File: src/rtl/stable_timer.sv
// stable_timer: free-running stable counter plus a CSR-programmed down-count timer
// with a sticky interrupt flag. Optional tick prescaler: define STABLE_TIMER_PRESCALE_EN.
module stable_timer #(
  parameter int CNT_WIDTH  = 64,
  parameter int TVAL_WIDTH = 32,
  parameter int COUNTER_ID = 0,
  parameter int PRESCALE   = 1
) (
  input  logic        clk,
  input  logic        resetn,
  output logic [31:0] cnt_value_l,
  output logic [31:0] cnt_value_h,
  output logic [31:0] cnt_id,
  input  logic        tcfg_we,
  input  logic [31:0] tcfg_wdata,
  output logic [31:0] tcfg_rdata,
  output logic [31:0] tval_rdata,
  input  logic        ticlr_we,
  input  logic [31:0] ticlr_wdata,
  output logic        timer_int
);

  logic [CNT_WIDTH-1:0]  cnt_q, cnt_d;
  logic [TVAL_WIDTH-1:0] tcfg_q, tcfg_d;
  logic [TVAL_WIDTH-1:0] tval_q, tval_d;
  logic                  ti_q, ti_d;
  logic [TVAL_WIDTH-1:0] init_val, wr_init;
  logic                  en, periodic, tick;
  logic [63:0]           cnt_ext;
  logic                  unused_wdata;

  assign en       = tcfg_q[0];
  assign periodic = tcfg_q[1];
  assign init_val = {tcfg_q[TVAL_WIDTH-1:2], 2'b00};
  assign wr_init  = {tcfg_wdata[TVAL_WIDTH-1:2], 2'b00};

  // Write data bits above the TCFG width and TICLR bits other than bit0 are don't-care.
  assign unused_wdata = ^{tcfg_wdata, ticlr_wdata[31:1]};

`ifdef STABLE_TIMER_PRESCALE_EN
  localparam int PW = (PRESCALE > 1) ? $clog2(PRESCALE) : 1;

  logic [PW-1:0] presc_q, presc_d;
  logic          presc_hit;

  assign presc_hit = (presc_q == PW'(PRESCALE - 1));

  always_comb begin
    presc_d = presc_q;
    if (tcfg_we || !en) begin
      presc_d = '0;
    end else if (presc_hit) begin
      presc_d = '0;
    end else begin
      presc_d = presc_q + PW'(1);
    end
  end

  always_ff @(posedge clk or negedge resetn) begin
    if (!resetn) begin
      presc_q <= '0;
    end else begin
      presc_q <= presc_d;
    end
  end

  assign tick = en & ~tcfg_we & presc_hit;
`else
  assign tick = en & ~tcfg_we;
`endif

  always_comb begin
    cnt_d = cnt_q + CNT_WIDTH'(1);
  end

  // Clear is applied first so a same-cycle expiry set takes priority.
  always_comb begin
    tcfg_d = tcfg_q;
    tval_d = tval_q;
    ti_d   = ti_q;
    if (ticlr_we && ticlr_wdata[0]) begin
      ti_d = 1'b0;
    end
    if (tcfg_we) begin
      tcfg_d = tcfg_wdata[TVAL_WIDTH-1:0];
      tval_d = wr_init;
    end else if (tick) begin
      if (tval_q != '0) begin
        tval_d = tval_q - TVAL_WIDTH'(1);
        if (tval_q == TVAL_WIDTH'(1)) begin
          ti_d = 1'b1;
        end
      end else if (periodic) begin
        tval_d = init_val;
      end
    end
  end

  always_ff @(posedge clk or negedge resetn) begin
    if (!resetn) begin
      cnt_q  <= '0;
      tcfg_q <= '0;
      tval_q <= '0;
      ti_q   <= 1'b0;
    end else begin
      cnt_q  <= cnt_d;
      tcfg_q <= tcfg_d;
      tval_q <= tval_d;
      ti_q   <= ti_d;
    end
  end

  assign cnt_ext     = 64'(cnt_q);
  assign cnt_value_l = cnt_ext[31:0];
  assign cnt_value_h = cnt_ext[63:32];
  assign cnt_id      = 32'(COUNTER_ID);
  assign tcfg_rdata  = 32'(tcfg_q);
  assign tval_rdata  = 32'(tval_q);
  assign timer_int   = ti_q;

endmodule

File: config.mk
export PLATFORM = sky130hd
export DESIGN_NAME = stable_timer
export DESIGN_NICKNAME = d
export VERILOG_FILES = /design/src/rtl/stable_timer.sv
export SDC_FILE = /design/constraint.sdc
export NUM_CORES = 1
export LEC_CHECK = 0
export ABC_AREA = 1
export BUFFER_PORTS_ARGS = -buffer_cell sky130_fd_sc_hd__buf_2
export CAP_MARGIN = 30
export CORE_MARGIN = 2
export CORE_UTILIZATION = 48
export CTS_CLUSTER_DIAMETER = 50
export DETAILED_ROUTE_END_ITERATION = 10
export GPL_ROUTABILITY_DRIVEN = 1
export PLACE_DENSITY = 0.89
export SYNTH_ARGS = -nofsm -noshare
export SYNTH_HDL_FRONTEND = slang
export SYNTH_SLANG_ARGS = --single-unit
File: constraint.sdc
create_clock -name clk -period 1.6 [get_ports clk]
set_input_delay 0.16 -clock clk [delete_from_list [all_inputs] [get_ports clk]]
set_output_delay 0.16 -clock clk [all_outputs]
set_load 0.01 [all_outputs]
# ---- Word-level counts from Yosys, hierarchy flattened
# Cells that the tools add are included.
# Widths: inputs -> output; s select.
dict set report word_totals {
  regBits 129
  wordCells 23
  input_bits 68
  out_inout_bits 161
}
dict set report op_classes {
  bitwise_logic 2
  muxes 9
  n_addsub 2
  eq_ne 1
  reduce_logical 5
}
# operator count
set ops {}
lappend ops {{$mux 32} 4}
lappend ops {{$add 64x1->64 const B} 1}
lappend ops {{$eq 32x1->1 const B} 1}
lappend ops {{$reduce_bool 32->1} 1}
lappend ops {{$sub 32x1->32 const B} 1}
lappend ops {{$mux 1} 5}
lappend ops {{$reduce_bool 3->1} 1}
lappend ops {{$reduce_and 2->1} 1}
lappend ops {{$reduce_bool 2->1} 1}
lappend ops {{$and 1x1->1} 1}
lappend ops {{$logic_and 1x1->1} 1}
lappend ops {{$not 1->1} 1}

# ---- Longest topological paths before layout
# Gate-level depths: netlist (run 1).
dict set report depth {
  depth_word 6
  mapped_depth 13
  depth_no_buf 12
}

# ---- Worst setup path before layout (run 1)
# Ideal clock, no wire load.
dict set report synth_path {
  path_type {register to register}
  startpoint {register cnt_q[0] (netlist: cnt_ext[0])}
  endpoint {register cnt_q[36] (netlist: cnt_ext[36])}
  slack_ns -0.106
  stages_incl_launch_ff 10
  path_buffers 0
  arrival_time_ns 1.583
  required_ns 1.476
  period_less_slack_ns 1.706
  setup_ns 0.124
  path_cell_list {dfrtp_1 > ha_1 > nand3_2 > inv_1 > nand2_2 > nor2_4 > nand4_1 > nor2_1 > nand2_1 > xor2_1}
}
dict set report synth_between {
  elab_chain_cells 1
}
# element line
set synth_rtl {}
lappend synth_rtl {{start, declared} 23} ;# logic [CNT_WIDTH-1:0] cnt_q, cnt_d;
lappend synth_rtl {{start signal, assigned} 106} ;# cnt_q <= cnt_d;
lappend synth_rtl {{$add 64x1->64} 73} ;# cnt_d = cnt_q + CNT_WIDTH'(1);
lappend synth_rtl {{net cnt_d[36]} 23}
# The timed path passes the listed nets, and every way through them passes these cells.
# A chain may end at the register's enable or synchronous reset.

# ---- Final worst setup path (run 1)
dict set report layout_path {
  startpoint {register tval_q[3] (netlist: tval_rdata[3])}
  endpoint {register tval_q[7] (netlist: tval_rdata[7])}
}
dict set report layout_between {
  elab_chain_cells 4
  elab_cells_between_ends 7
  classes_between {1 x add/sub; 3 x mux; 3 x reduce/logical}
}
# element line
set layout_rtl {}
lappend layout_rtl {{start, declared} 25} ;# logic [TVAL_WIDTH-1:0] tval_q, tval_d;
lappend layout_rtl {{start signal, assigned} 108} ;# tval_q <= tval_d;
lappend layout_rtl {{$sub 32x1->32 / $reduce_bool 32->1 (equally long branches)} {89, 88}}
lappend layout_rtl {{$mux 32} 88} ;# if (tval_q != '0) begin
lappend layout_rtl {{$mux 32} 87} ;# end else if (tick) begin
lappend layout_rtl {{$mux 32} 84} ;# if (tcfg_we) begin
# Parallel ways exist; a longest one is shown, timed or not. The select of a mux whose other input is x is not followed.

==> results.json, run 1 <==
{
  "run_status": "finished, violations left",
  "violations": "DRC, setup timing",
  "finalHoldViolCount": 0,
  "clock_sinks": 129,
  "syn-mean-instance-area_sq_um": 7.443,
  "fin_ws_ns": -0.4143,
  "fmax_ghz": 0.4964,
  "endpoint_kind": "flip-flop",
  "ant_nets": 0,
  "peakVddDrop_v": 0.0008184,
  "grt_pass1_wl_um": 46460,
  "slowest_stage": "dfrtp_2",
  "maxCapViolCount": 0,
  "htreeDepth": 4,
  "route.detailed.drc": 1,
  "first_iter_violations": 1320,
  "required_ns": 1.93,
  "viasPerCell": 5.746,
  "ios": 229,
  "power-per-cell-area_nw_per_um2": 819.1,
  "holdCritStartpoint": "ticlr_we",
  "die_w_um": 134.8,
  "ys_async_sr_fraction": 1.000,
  "skew_ns": 0.01521,
  "power_leakage_uw": 0.006731,
  "layout_min_cycle_time_ns": 2.014,
  "rsz0062_at_grt": "true",
  "cp.arrival_ns": 2.34,
  "place.gp.congestion": 0.9660,
  "drtPass1Iterations": 9,
  "cp_cell_sequence": "nor2_2 -> nand2_1 -> nor2_4 -> buf_4 -> xor2_1 -> nand2_2 -> nand3_2 -> a21oi_2",
  "initial_utilization": 0.4933,
  "critPathMaxStageDelay_ns": 0.48,
  "port_buffers": 165,
  "finalPower_uw": 10530,
  "multi_input_area_sq_um": 5021,
  "tritoncts": "yes",
  "synth.top_cell.area_share": 0.3932,
  "synth_common_cells": "297 x nand2_1, 165 x nor2_1, 129 x dfrtp_1, 124 x inv_1, 55 x nand3_1",
  "nFillCells": 954,
  "drt-total-wl_um": 35950,
  "rr_worst_depth": 8,
  "finalSetupTns_ns": -8.634,
  "grt_max_degree": 67,
  "r2r_setup_slack_ns": -0.41,
  "cp_max_fo": 4,
  "post-dp-hpwl_um": 20840,
  "clockBufferDepth": 2,
  "synth_edf_count": 0,
  "seq_area_frac_synth": 0.3932,
  "overflow": 0,
  "num_vias": 10170,
  "synth_most_common_cell": "nand2_1",
  "grt.total_usage": 0.3304,
  "clk_root_buffer_cell": "clkbuf_16",
  "startpoint_type": "flip-flop",
  "fin_crit_sh": 1.259,
  "critPathLaunch": "tval_rdata[3]$_DFFE_PN0P_",
  "synth_warnings": 0,
  "worstHoldPathCells": 4,
  "wl_per_cell_um": 20.31,
  "path_delay_family": "simple AND/OR/NAND/NOR gates",
  "antenna_found_initial": 0,
  "grt_pass1_vias": 9444,
  "setup_violations": 56,
  "clkSlewWorstSetupHoldPaths_ns": 0.07,
  "critical_path_buf_inv_count": 1,
  "synth_top_cell_by_area": "dfrtp_1",
  "synthTopCellsByArea": "dfrtp_1 39%, nand2_1 14%, nor2_1 7.5%",
  "holdPathEnd": "timer_int$_DFF_PN0_",
  "dieArea_sq_um": 18160,
  "netlist_instances": 1103,
  "rows": 47,
  "diodes": 0,
  "fin_nets": 1609,
  "reg2reg_to": "tval_rdata[7]$_DFFE_PN0P_",
  "final_layout_size_suffix_gt1_frac": 0.4632,
  "syn_to_final_growth_pct": 56.55,
  "numCtsBuffers": 17,
  "ys_ff_latch": 129,
  "clock_latency_ns": 0.44,
  "syn-cell-area_sq_um": 8209,
  "drv_slew": 0,
  "ys_dominant_reg_cell": "dfrtp_1",
  "seqCellArea_sq_um": 3264,
  "core_area_sq_um": 16640,
  "die_y_um": 134.8,
  "r2r_start": "tval_rdata[3]$_DFFE_PN0P_",
  "holdWs_ns": 0.003265,
  "hold_class": "in2reg",
  "path_class": "reg2reg",
  "synth_cell_type_count": 36
}
## worst reg2reg max path, cell delays in order (launching register included)
cell and delay (ns):
dfrtp_2 0.48, nor2_2 0.33, nand2_1 0.20, nor2_4 0.16, buf_4 0.14, xor2_1 0.26
nand2_2 0.19, nand3_2 0.11, a21oi_2 0.05
## cells by family (layout without fill, tap and decap cells)
group	after synthesis	in the layout	share of synthesized area
buffers and inverters	179	595	0.1070
other	1	32	0.0004568
adder cells (fa/ha/maj)	4	4	0.006097
AND/OR/NAND/NOR	665	665	0.3763
XOR/XNOR	67	67	0.07148
AO/OA/AOI/OAI	58	58	0.04542
flip-flops	129	129	0.3932
## how the worst max path moves through the flow
stage	to	slack (ns)	cells past startpoint
final	tval_rdata[7]$_DFFE_PN0P_	-0.41	8
after global placement	cnt_ext[51]$_DFF_PN0_	-0.10	7
after CTS	tval_rdata[17]$_DFFE_PN0P_	-0.11	11
after floorplan	cnt_ext[36]$_DFF_PN0_	0.003	9
after detailed placement	cnt_ext[51]$_DFF_PN0_	-0.17	7
after global routing	tval_rdata[7]$_DFFE_PN0P_	-0.51	8
## where the power goes
group | total, uW | switching (uW) | internal, uW | leakage (uW)
logic | 2600 | 1550 | 1050 | 0.00480
registers | 3750 | 271 | 3480 | 0.00162
clock network | 4180 | 1600 | 2580 | 0.000306
total | 10500 | 3420 | 7110 | 0.00673
## layer usage
metal,routed length [um],vias to the layer above,part of all wire,global-route usage
li1,-,4250,-,-
met1,11930,4746,0.33,0.3721
met2,17210,882,0.48,0.5699
met3,3906,293,0.11,0.06757
met4,2909,0,0.081,0.2117
met5,0,-,0,0
## state kept, by name, summed over array words and instances (netlist names)
name	count
cnt_ext	64
timer_int	1
tcfg_rdata	32
tval_rdata	32
## cell usage in the layout (no fill, tap or decap), drive strengths merged
cell type	synthesis	final
nand3b	4	4
dlygate4sd3	0	28
inv	127	128
clkbuf	1	24
ha	4	4
or2	1	1
o22ai	1	1
nor3b	1	1
nor4	1	1
buf	50	403
conb	1	32
xor2	40	40
a21oi	32	32
nor3	34	34
clkinvlp	0	1
nand4	23	23
xnor2	27	27
nand2	318	318
o21ai	25	25
dfrtp	129	129
clkinv	1	8
nand3	75	75
bufinv	0	3
nor2	208	208
## timing repair
action,CTS,global route
pin swaps,12,55
endpoints found under the setup margin,61,82
hold endpoints to repair,156,0
hold buffers,28,0
buffers inserted,19,30
gates resized for setup,54,207
cloned,0,4
## metrics by stage
step | util | setup WS, ns | cell area, sq um | instances
after global placement | 0.6354 | -0.1007 | 10570 | 1658
after floorplan | - | 0.003212 | 8354 | 1134
after global routing | 0.7722 | -0.5066 | 12850 | 1770
after detailed placement | 0.6354 | -0.1736 | 10570 | 1658
final | 0.7722 | -0.4143 | 12850 | 1770
after CTS | 0.7087 | -0.1057 | 11790 | 1737
## cell type report
cell class,count,share of cell area
Inverter,128,0.03817
Timing Repair Buffer,435,0.2472
Tap cell,220,0.02142
Clock inverter,12,0.01217
Multi-Input combinational cell,826,0.3907
Sequential cell,129,0.2540
Clock buffer,20,0.03632
No activity file was read; power rests on OpenSTA's default activity.
==> run 2: changes to the inputs <==
--- a/config.mk
+++ b/config.mk
@@ -14,6 +14,7 @@
 export DETAILED_ROUTE_END_ITERATION = 10
 export GPL_ROUTABILITY_DRIVEN = 1
 export PLACE_DENSITY = 0.89
+export REMOVE_ABC_BUFFERS = 1
 export SYNTH_ARGS = -nofsm -noshare
 export SYNTH_HDL_FRONTEND = slang
 export SYNTH_SLANG_ARGS = --single-unit
==> results.json, run 2 (synthesized netlist as in run 1, its figures left out) <==
{
  "post_dp_cell_area_sq_um": 10770,
  "slowest_stage": "dfrtp_2",
  "fin_nets": 1643,
  "ant_nets": 0,
  "cp.arrival_ns": 2.19,
  "finalHoldViolCount": 0,
  "endpoint_kind": "flip-flop",
  "worstMarginPinSlew_ns": 0.8237,
  "hold_class": "in2reg",
  "die_w_um": 134.8,
  "critical_path.most_common_cell": "nand2_1",
  "startpoint_type": "flip-flop",
  "clkSlewWorstSetupHoldPaths_ns": 0.06,
  "die_y_um": 134.8,
  "htreeDepth": 4,
  "slew_headroom": 0.4451,
  "largest_register_ffs": 64,
  "drtPass1Iterations": 6,
  "antenna_found_initial": 0,
  "cp.depth": 11,
  "clock_sinks": 129,
  "dr.max_layer_used": "met4",
  "ios": 229,
  "cp_max_fo": 6,
  "clk_root_buffer_cell": "clkbuf_16",
  "clockBufferDepth": 2,
  "diodes": 0,
  "path_class": "reg2reg",
  "power_leakage_uw": 0.006799,
  "viasPerCell": 5.443,
  "overflow": 0,
  "tritoncts": "yes",
  "finalPower_uw": 10310,
  "peakVddDrop_v": 0.0008300,
  "run_status": "finished, violations left",
  "wl_per_cell_um": 19.17,
  "cp_cell_sequence": "nor2_4 -> nand2_4 -> buf_4 -> nor2_4 -> nand2_2 -> clkinv_1 -> nand2_1 -> nand4_1 -> nand2_1 -> nand2_1 -> nand2_1",
  "required_ns": 1.92,
  "post-dp-hpwl_um": 21270,
  "met1_length_um": 11920,
  "grt_pass1_wl_um": 47690,
  "final_common_cell": "buf_4",
  "power-per-cell-area_nw_per_um2": 787.6,
  "num_vias": 9813,
  "initial_utilization": 0.4933,
  "dieArea_sq_um": 18160,
  "rr_worst_depth": 11,
  "grt_pass1_vias": 9484,
  "rows": 47,
  "numCtsBuffers": 17,
  "place.gp.congestion": 1.023,
  "fin_ws_ns": -0.2688,
  "finalSetupTns_ns": -8.261,
  "grt.total_usage": 0.3415,
  "violations": "setup timing",
  "maxCapViolCount": 0,
  "grt_max_degree": 67,
  "skew_ns": 0.01110,
  "core_area_sq_um": 16640,
  "port_buffers": 165,
  "fmax_ghz": 0.5351,
  "setup_violations": 57,
  "drt-total-wl_um": 34560,
  "final_cell_mix": "244 x buf_4, 230 x nand2_1, 164 x buf_2",
  "fin_crit_sh": 1.168,
  "drv_slew": 0,
  "critPathMaxStageDelay_ns": 0.46,
  "syn_to_final_growth_pct": 59.53,
  "route.detailed.drc": 0,
  "clock_latency_ns": 0.43,
  "path_delay_family": "simple AND/OR/NAND/NOR gates",
  "fin_area_sq_um": 13100,
  "critical_path_buf_inv_count": 2,
  "holdWs_ns": 0.01588,
  "layout_min_cycle_time_ns": 1.869,
  "post-place-ws_ns": -0.1671,
  "wl_met2_um": 16980,
  "rsz0062_at_grt": "true",
  "final_layout_size_suffix_gt1_frac": 0.4864,
  "dr_wl_met3_um": 3224,
  "first_iter_violations": 1181,
  "worstHoldPathCells": 4
}
[run 2: cell types whose count changed in the layout (fill, tap and decap cells not counted), sizes merged]
| cell | change |
|---|---|
| clkinvlp | -1 |
| clkinv | -4 |
| inv | -1 |
| buf | +34 |
| clkbuf | +2 |
| dlygate4sd3 | +3 |
[run 2: repair_timing]
action	4_1_cts	5_1_grt
gates cloned	1	1
gates resized for setup	115	183
endpoints found under the setup margin	62	78
hold endpoints to repair	159	0
setup buffers	19	32
pin swaps	46	85
hold buffers	31	0
[run 2: layer usage]
layer  track usage  up-vias
met5             0        -
met4        0.1883        0
met3       0.07020      232
met2        0.5953      726
met1        0.3919     4547
li1              -     4308
[run 2: path summary, 6_finish.rpt]
| path | start | end | slack, ns |
|---|---|---|---|
| setup / recovery | tval_rdata[5]$_DFFE_PN0P_ | tval_rdata[16]$_DFFE_PN0P_ | -0.27 |
| hold / removal | ticlr_wdata[0] | timer_int$_DFF_PN0_ | 0.02 |
| setup reg to reg | tval_rdata[5]$_DFFE_PN0P_ | tval_rdata[16]$_DFFE_PN0P_ | -0.27 |
| hold reg to reg | cnt_ext[63]$_DFF_PN0_ | cnt_ext[63]$_DFF_PN0_ | 0.48 |
| max in group asynchronous | resetn | cnt_ext[6]$_DFF_PN0_ | 0.94 |
| min in group asynchronous | resetn | tcfg_rdata[23]$_DFFE_PN0P_ | 0.28 |
[run 2: area by class of cell]
| type | count | area [sq um] |
|---|---|---|
| multi-input cells | 826 | 5094 |
| fillers | 988 | 3546 |
| repair buffers | 469 | 3400 |
| flip-flops and latches | 129 | 3249 |
| inverters | 128 | 498.0 |
| clock buffers | 25 | 475.5 |
| well taps | 220 | 275.3 |
| clock inverters | 6 | 105.1 |
[run 2: metrics by stage]
| step | cells | utilization |
|---|---|---|
| floorplan | 1083 | - |
| finish | 1803 | 0.7869 |
| global placement | 1689 | 0.6469 |
| detailed placement | 1689 | 0.6469 |
| global route | 1803 | 0.7869 |
| CTS | 1771 | 0.7331 |
[run 2: power by group]
group,internal [uW],switching [uW],total (uW)
registers,3480,231,3710
clock network,2520,1460,3980
logic,1100,1520,2620
total,7100,3220,10300
[run 2: worst register-to-register path, stage by stage, from the launching register on]
cell	delay, ns
dfrtp_2	0.46
nor2_4	0.16
nand2_4	0.09
buf_4	0.16
nor2_4	0.19
nand2_2	0.09
clkinv_1	0.09
nand2_1	0.10
nand4_1	0.18
nand2_1	0.10
nand2_1	0.08
nand2_1	0.05
==> run 3: changes to the inputs <==
--- a/config.mk
+++ b/config.mk
@@ -9,11 +9,12 @@
 export BUFFER_PORTS_ARGS = -buffer_cell sky130_fd_sc_hd__buf_2
 export CAP_MARGIN = 30
 export CORE_MARGIN = 2
-export CORE_UTILIZATION = 48
+export CORE_UTILIZATION = 49
+export CTS_BUF_LIST = sky130_fd_sc_hd__clkbuf_2
 export CTS_CLUSTER_DIAMETER = 50
 export DETAILED_ROUTE_END_ITERATION = 10
 export GPL_ROUTABILITY_DRIVEN = 1
-export PLACE_DENSITY = 0.89
+export PLACE_DENSITY = 0.91
 export REMOVE_ABC_BUFFERS = 1
 export SYNTH_ARGS = -nofsm -noshare
 export SYNTH_HDL_FRONTEND = slang
==> results.json, run 3 <==
{
  "run_status": "did not finish",
  "lastStage": "global routing (5_1_grt)",
  "firstError": "[ERROR GRT-0232] Routing congestion too high. Check the congestion heatmap in the GUI.",
  "synth_most_common_cell": "nand2_1",
  "clk_root_buffer_cell": "clkbuf_2",
  "synth_cell_type_count": 36,
  "muxShareOfSynthArea": 0,
  "syn-mean-instance-area_sq_um": 7.443,
  "synth.top_cell.area_share": 0.3932,
  "clock_sinks": 129,
  "synth_edf_count": 0,
  "port_buffers": 165,
  "ys_dominant_reg_cell": "dfrtp_1",
  "yosys.area_share.simple": 0.3763,
  "die_w_um": 133.4,
  "clockBufferDepth": 2,
  "ys_ff_latch": 129,
  "synth_top_family_by_area": "simple AND/OR/NAND/NOR gates",
  "post_dp_cell_area_sq_um": 10640,
  "rows": 47,
  "place.gp.congestion": 1.026,
  "die_y_um": 133.4,
  "crit_endpoint": "tval_rdata[31]$_DFFE_PN0P_/D",
  "synth_adder_area_share": 0.006097,
  "numCtsBuffers": 17,
  "synthTopCellsByArea": "dfrtp_1 39%, nand2_1 14%, nor2_1 7.5%",
  "synth_common_cells": "297 x nand2_1, 165 x nor2_1, 129 x dfrtp_1, 124 x inv_1, 55 x nand3_1",
  "grt_max_degree": 37,
  "initial_utilization": 0.4986,
  "syn-cell-area_sq_um": 8209,
  "netlist_instances": 1103,
  "worstEpCategory": "sequential cell input",
  "synth_top_cell_by_area": "dfrtp_1",
  "post-dp-hpwl_um": 21370,
  "htreeDepth": 4,
  "grt.total_usage": 0.7803,
  "ios": 229,
  "seq_area_frac_synth": 0.3932,
  "ys_async_sr_fraction": 1.000,
  "synth-xor-area-share": 0.07148,
  "overflow": 111,
  "synth_compound_area_frac": 0.04542,
  "synth_warnings": 0
}
## run 3: cell families after synthesis
logic type | Yosys count
fa+ha+maj | 4
other cells | 1
xor+xnor | 67
buf+inv | 179
flops | 129
simple gates | 665
compound gates | 58
## run 3: layer usage
layer,GRT overflow,global-route usage
met1,1,0.7578
met2,60,0.9542
met3,1,0.6336
met4,49,0.8203
met5,0,0.2306
## run 3: repair_timing
item                                    CTS
endpoints found under the setup margin  137
pin swaps                                46
buffers inserted                        105
hold buffers                             79
endpoints found under the hold margin   192
cloned                                    2
resized for setup                       287
## run 3: metrics by stage
step | hold slack [ns] | std cells | util | worst slack [ns] | TNS (ns)
after floorplan | -0.1356 | 1083 | - | -0.5172 | -13.03
after global placement | 0.1210 | 1670 | 0.6459 | -0.1057 | -2.325
after detailed placement | 0.1352 | 1670 | 0.6459 | -0.1700 | -5.184
after CTS | 0.01419 | 1885 | 0.8365 | -0.1910 | -9.069
==> run 4: changes to the inputs <==
--- a/config.mk
+++ b/config.mk
@@ -9,12 +9,10 @@
 export BUFFER_PORTS_ARGS = -buffer_cell sky130_fd_sc_hd__buf_2
 export CAP_MARGIN = 30
 export CORE_MARGIN = 2
-export CORE_UTILIZATION = 49
-export CTS_BUF_LIST = sky130_fd_sc_hd__clkbuf_2
-export CTS_CLUSTER_DIAMETER = 50
+export CORE_UTILIZATION = 40
 export DETAILED_ROUTE_END_ITERATION = 10
 export GPL_ROUTABILITY_DRIVEN = 1
-export PLACE_DENSITY = 0.91
+export PLACE_DENSITY_LB_ADDON = 0.15
 export REMOVE_ABC_BUFFERS = 1
 export SYNTH_ARGS = -nofsm -noshare
 export SYNTH_HDL_FRONTEND = slang
==> constraint.sdc (replaced) <==
create_clock -name clk -period 2.08 [get_ports clk]
set_input_delay 0.208 -clock clk [delete_from_list [all_inputs] [get_ports clk]]
set_output_delay 0.208 -clock clk [all_outputs]
set_load 0.01 [all_outputs]
==> results.json, run 4 (synthesized netlist as in run 1, its figures left out) <==
{
  "viasPerCell": 4.766,
  "power-per-cell-area_nw_per_um2": 723.7,
  "setup_violations": 0,
  "final_common_cell": "nand2_1",
  "initial_utilization": 0.4070,
  "num_vias": 7635,
  "drtPass1Iterations": 5,
  "hold_class": "in2reg",
  "final_cell_mix": "297 x nand2_1, 165 x nor2_1, 164 x buf_2",
  "syn_to_final_growth_pct": 23.73,
  "skew_ns": 0.007965,
  "nFillCells": 2071,
  "antenna_found_initial": 0,
  "fin_ws_ns": 0.1743,
  "tritoncts": "yes",
  "fin_nets": 1391,
  "htreeDepth": 4,
  "finalHoldViolCount": 0,
  "grt.total_usage": 0.2413,
  "run_status": "finished, final reports clean",
  "dieArea_sq_um": 21680,
  "post-dp-hpwl_um": 20300,
  "place.gp.congestion": 0.9167,
  "finalNonFillerCells": 1602,
  "path_class": "reg2reg",
  "cp_max_fo": 5,
  "startpoint_type": "flip-flop",
  "overflow": 0,
  "grt_pass1_vias": 7563,
  "peakVddDrop_v": 0.0005232,
  "fmax_ghz": 0.5247,
  "required_ns": 2.38,
  "wl_per_cell_um": 15.92,
  "grt_pass1_wl_um": 40320,
  "dp.cells": 1565,
  "clock_latency_ns": 0.42,
  "clkSlewWorstSetupHoldPaths_ns": 0.06,
  "finalSetupTns_ns": 0,
  "clockBufferDepth": 2,
  "drv_slew": 0,
  "ant_nets": 0,
  "drt-total-wl_um": 25500,
  "rows": 52,
  "fin_crit_sh": 0.9162,
  "core_area_sq_um": 20170,
  "first_iter_violations": 345,
  "cp.arrival_ns": 2.21,
  "route.detailed.drc": 0,
  "port_buffers": 165,
  "numCtsBuffers": 17,
  "maxCapViolCount": 0,
  "largest_register_ffs": 64,
  "clock_sinks": 129,
  "endpoint_kind": "flip-flop",
  "diodes": 0,
  "rsz0062_at_grt": "false",
  "final_layout_size_suffix_gt1_frac": 0.2688,
  "clk_root_buffer_cell": "clkbuf_16",
  "fin_area_sq_um": 10160,
  "post_dp_cell_area_sq_um": 9488,
  "grt_max_degree": 44,
  "layout_min_cycle_time_ns": 1.906,
  "post-place-ws_ns": 0.04689,
  "ios": 229,
  "power_leakage_uw": 0.005215,
  "die_y_um": 147.3,
  "die_w_um": 147.3
}
==> run 4: cell type report <==
type	count	area [sq um]	area share
flip-flops and latches	129	3228	0.3178
inverters	128	483.0	0.04755
clock inverters	9	128.9	0.01269
repair buffers	217	1272	0.1253
multi-input cells	826	4219	0.4154
clock buffers	23	488.0	0.04804
well taps	270	337.8	0.03326
==> run 4: layer usage <==
layer  routed length (um)  share of wire  GRT usage  vias to the layer above
li1                     -              -          -                     3823
met1                10980           0.43     0.2960                     3575
met2                12870           0.50     0.4304                      195
met3                  968          0.038    0.04006                       42
met4                  682          0.027    0.08173                        0
met5                    0              0          0                        -
==> run 4: final timing paths <==
path / from / end / slack (ns) / depth (start not counted)
max reg2reg: cnt_ext[1]$_DFF_PN0_ / cnt_ext[54]$_DFF_PN0_ / 0.17 / 7
max in group asynchronous: resetn / cnt_ext[44]$_DFF_PN0_ / 1.21 / 3
min in group asynchronous: resetn / tcfg_rdata[2]$_DFFE_PN0P_ / 0.26 / 2
max: cnt_ext[1]$_DFF_PN0_ / cnt_ext[54]$_DFF_PN0_ / 0.17 / 7
min: tcfg_wdata[31] / tcfg_rdata[31]$_DFFE_PN0P_ / 0.01 / 3
min reg2reg: cnt_ext[63]$_DFF_PN0_ / cnt_ext[63]$_DFF_PN0_ / 0.46 / 1
==> run 4: through the flow <==
stage,hold slack [ns],power (uW),utilization
floorplan,-0.08759,3656,-
global placement,0.1456,4209,0.4704
detailed placement,0.1470,4219,0.4704
CTS,0.0006358,7417,0.5035
global route,0.006186,7695,0.5036
finish,0.01331,7351,0.5036
==> run 4: critical path, stage by stage (launching register included) <==
cell     delay, ns
dfrtp_1       0.36
ha_1          0.18
nand3_2       0.15
nor2_2        0.19
inv_1         0.08
nor3_2        0.36
nand4_1       0.27
xnor2_1       0.19
==> run 4: repair_timing <==
item,in CTS,in global routing
endpoints found under the setup margin,0,31
resized for setup,0,2
hold endpoints to repair,41,0
buffers inserted,0,0
hold buffers,5,0
==> run 4: where the power goes <==
part	switching (uW)	leakage (uW)	internal, uW
combinational	814	0.00326	498
clock	1160	0.000299	2010
sequential	198	0.00166	2670
total	2180	0.00522	5180
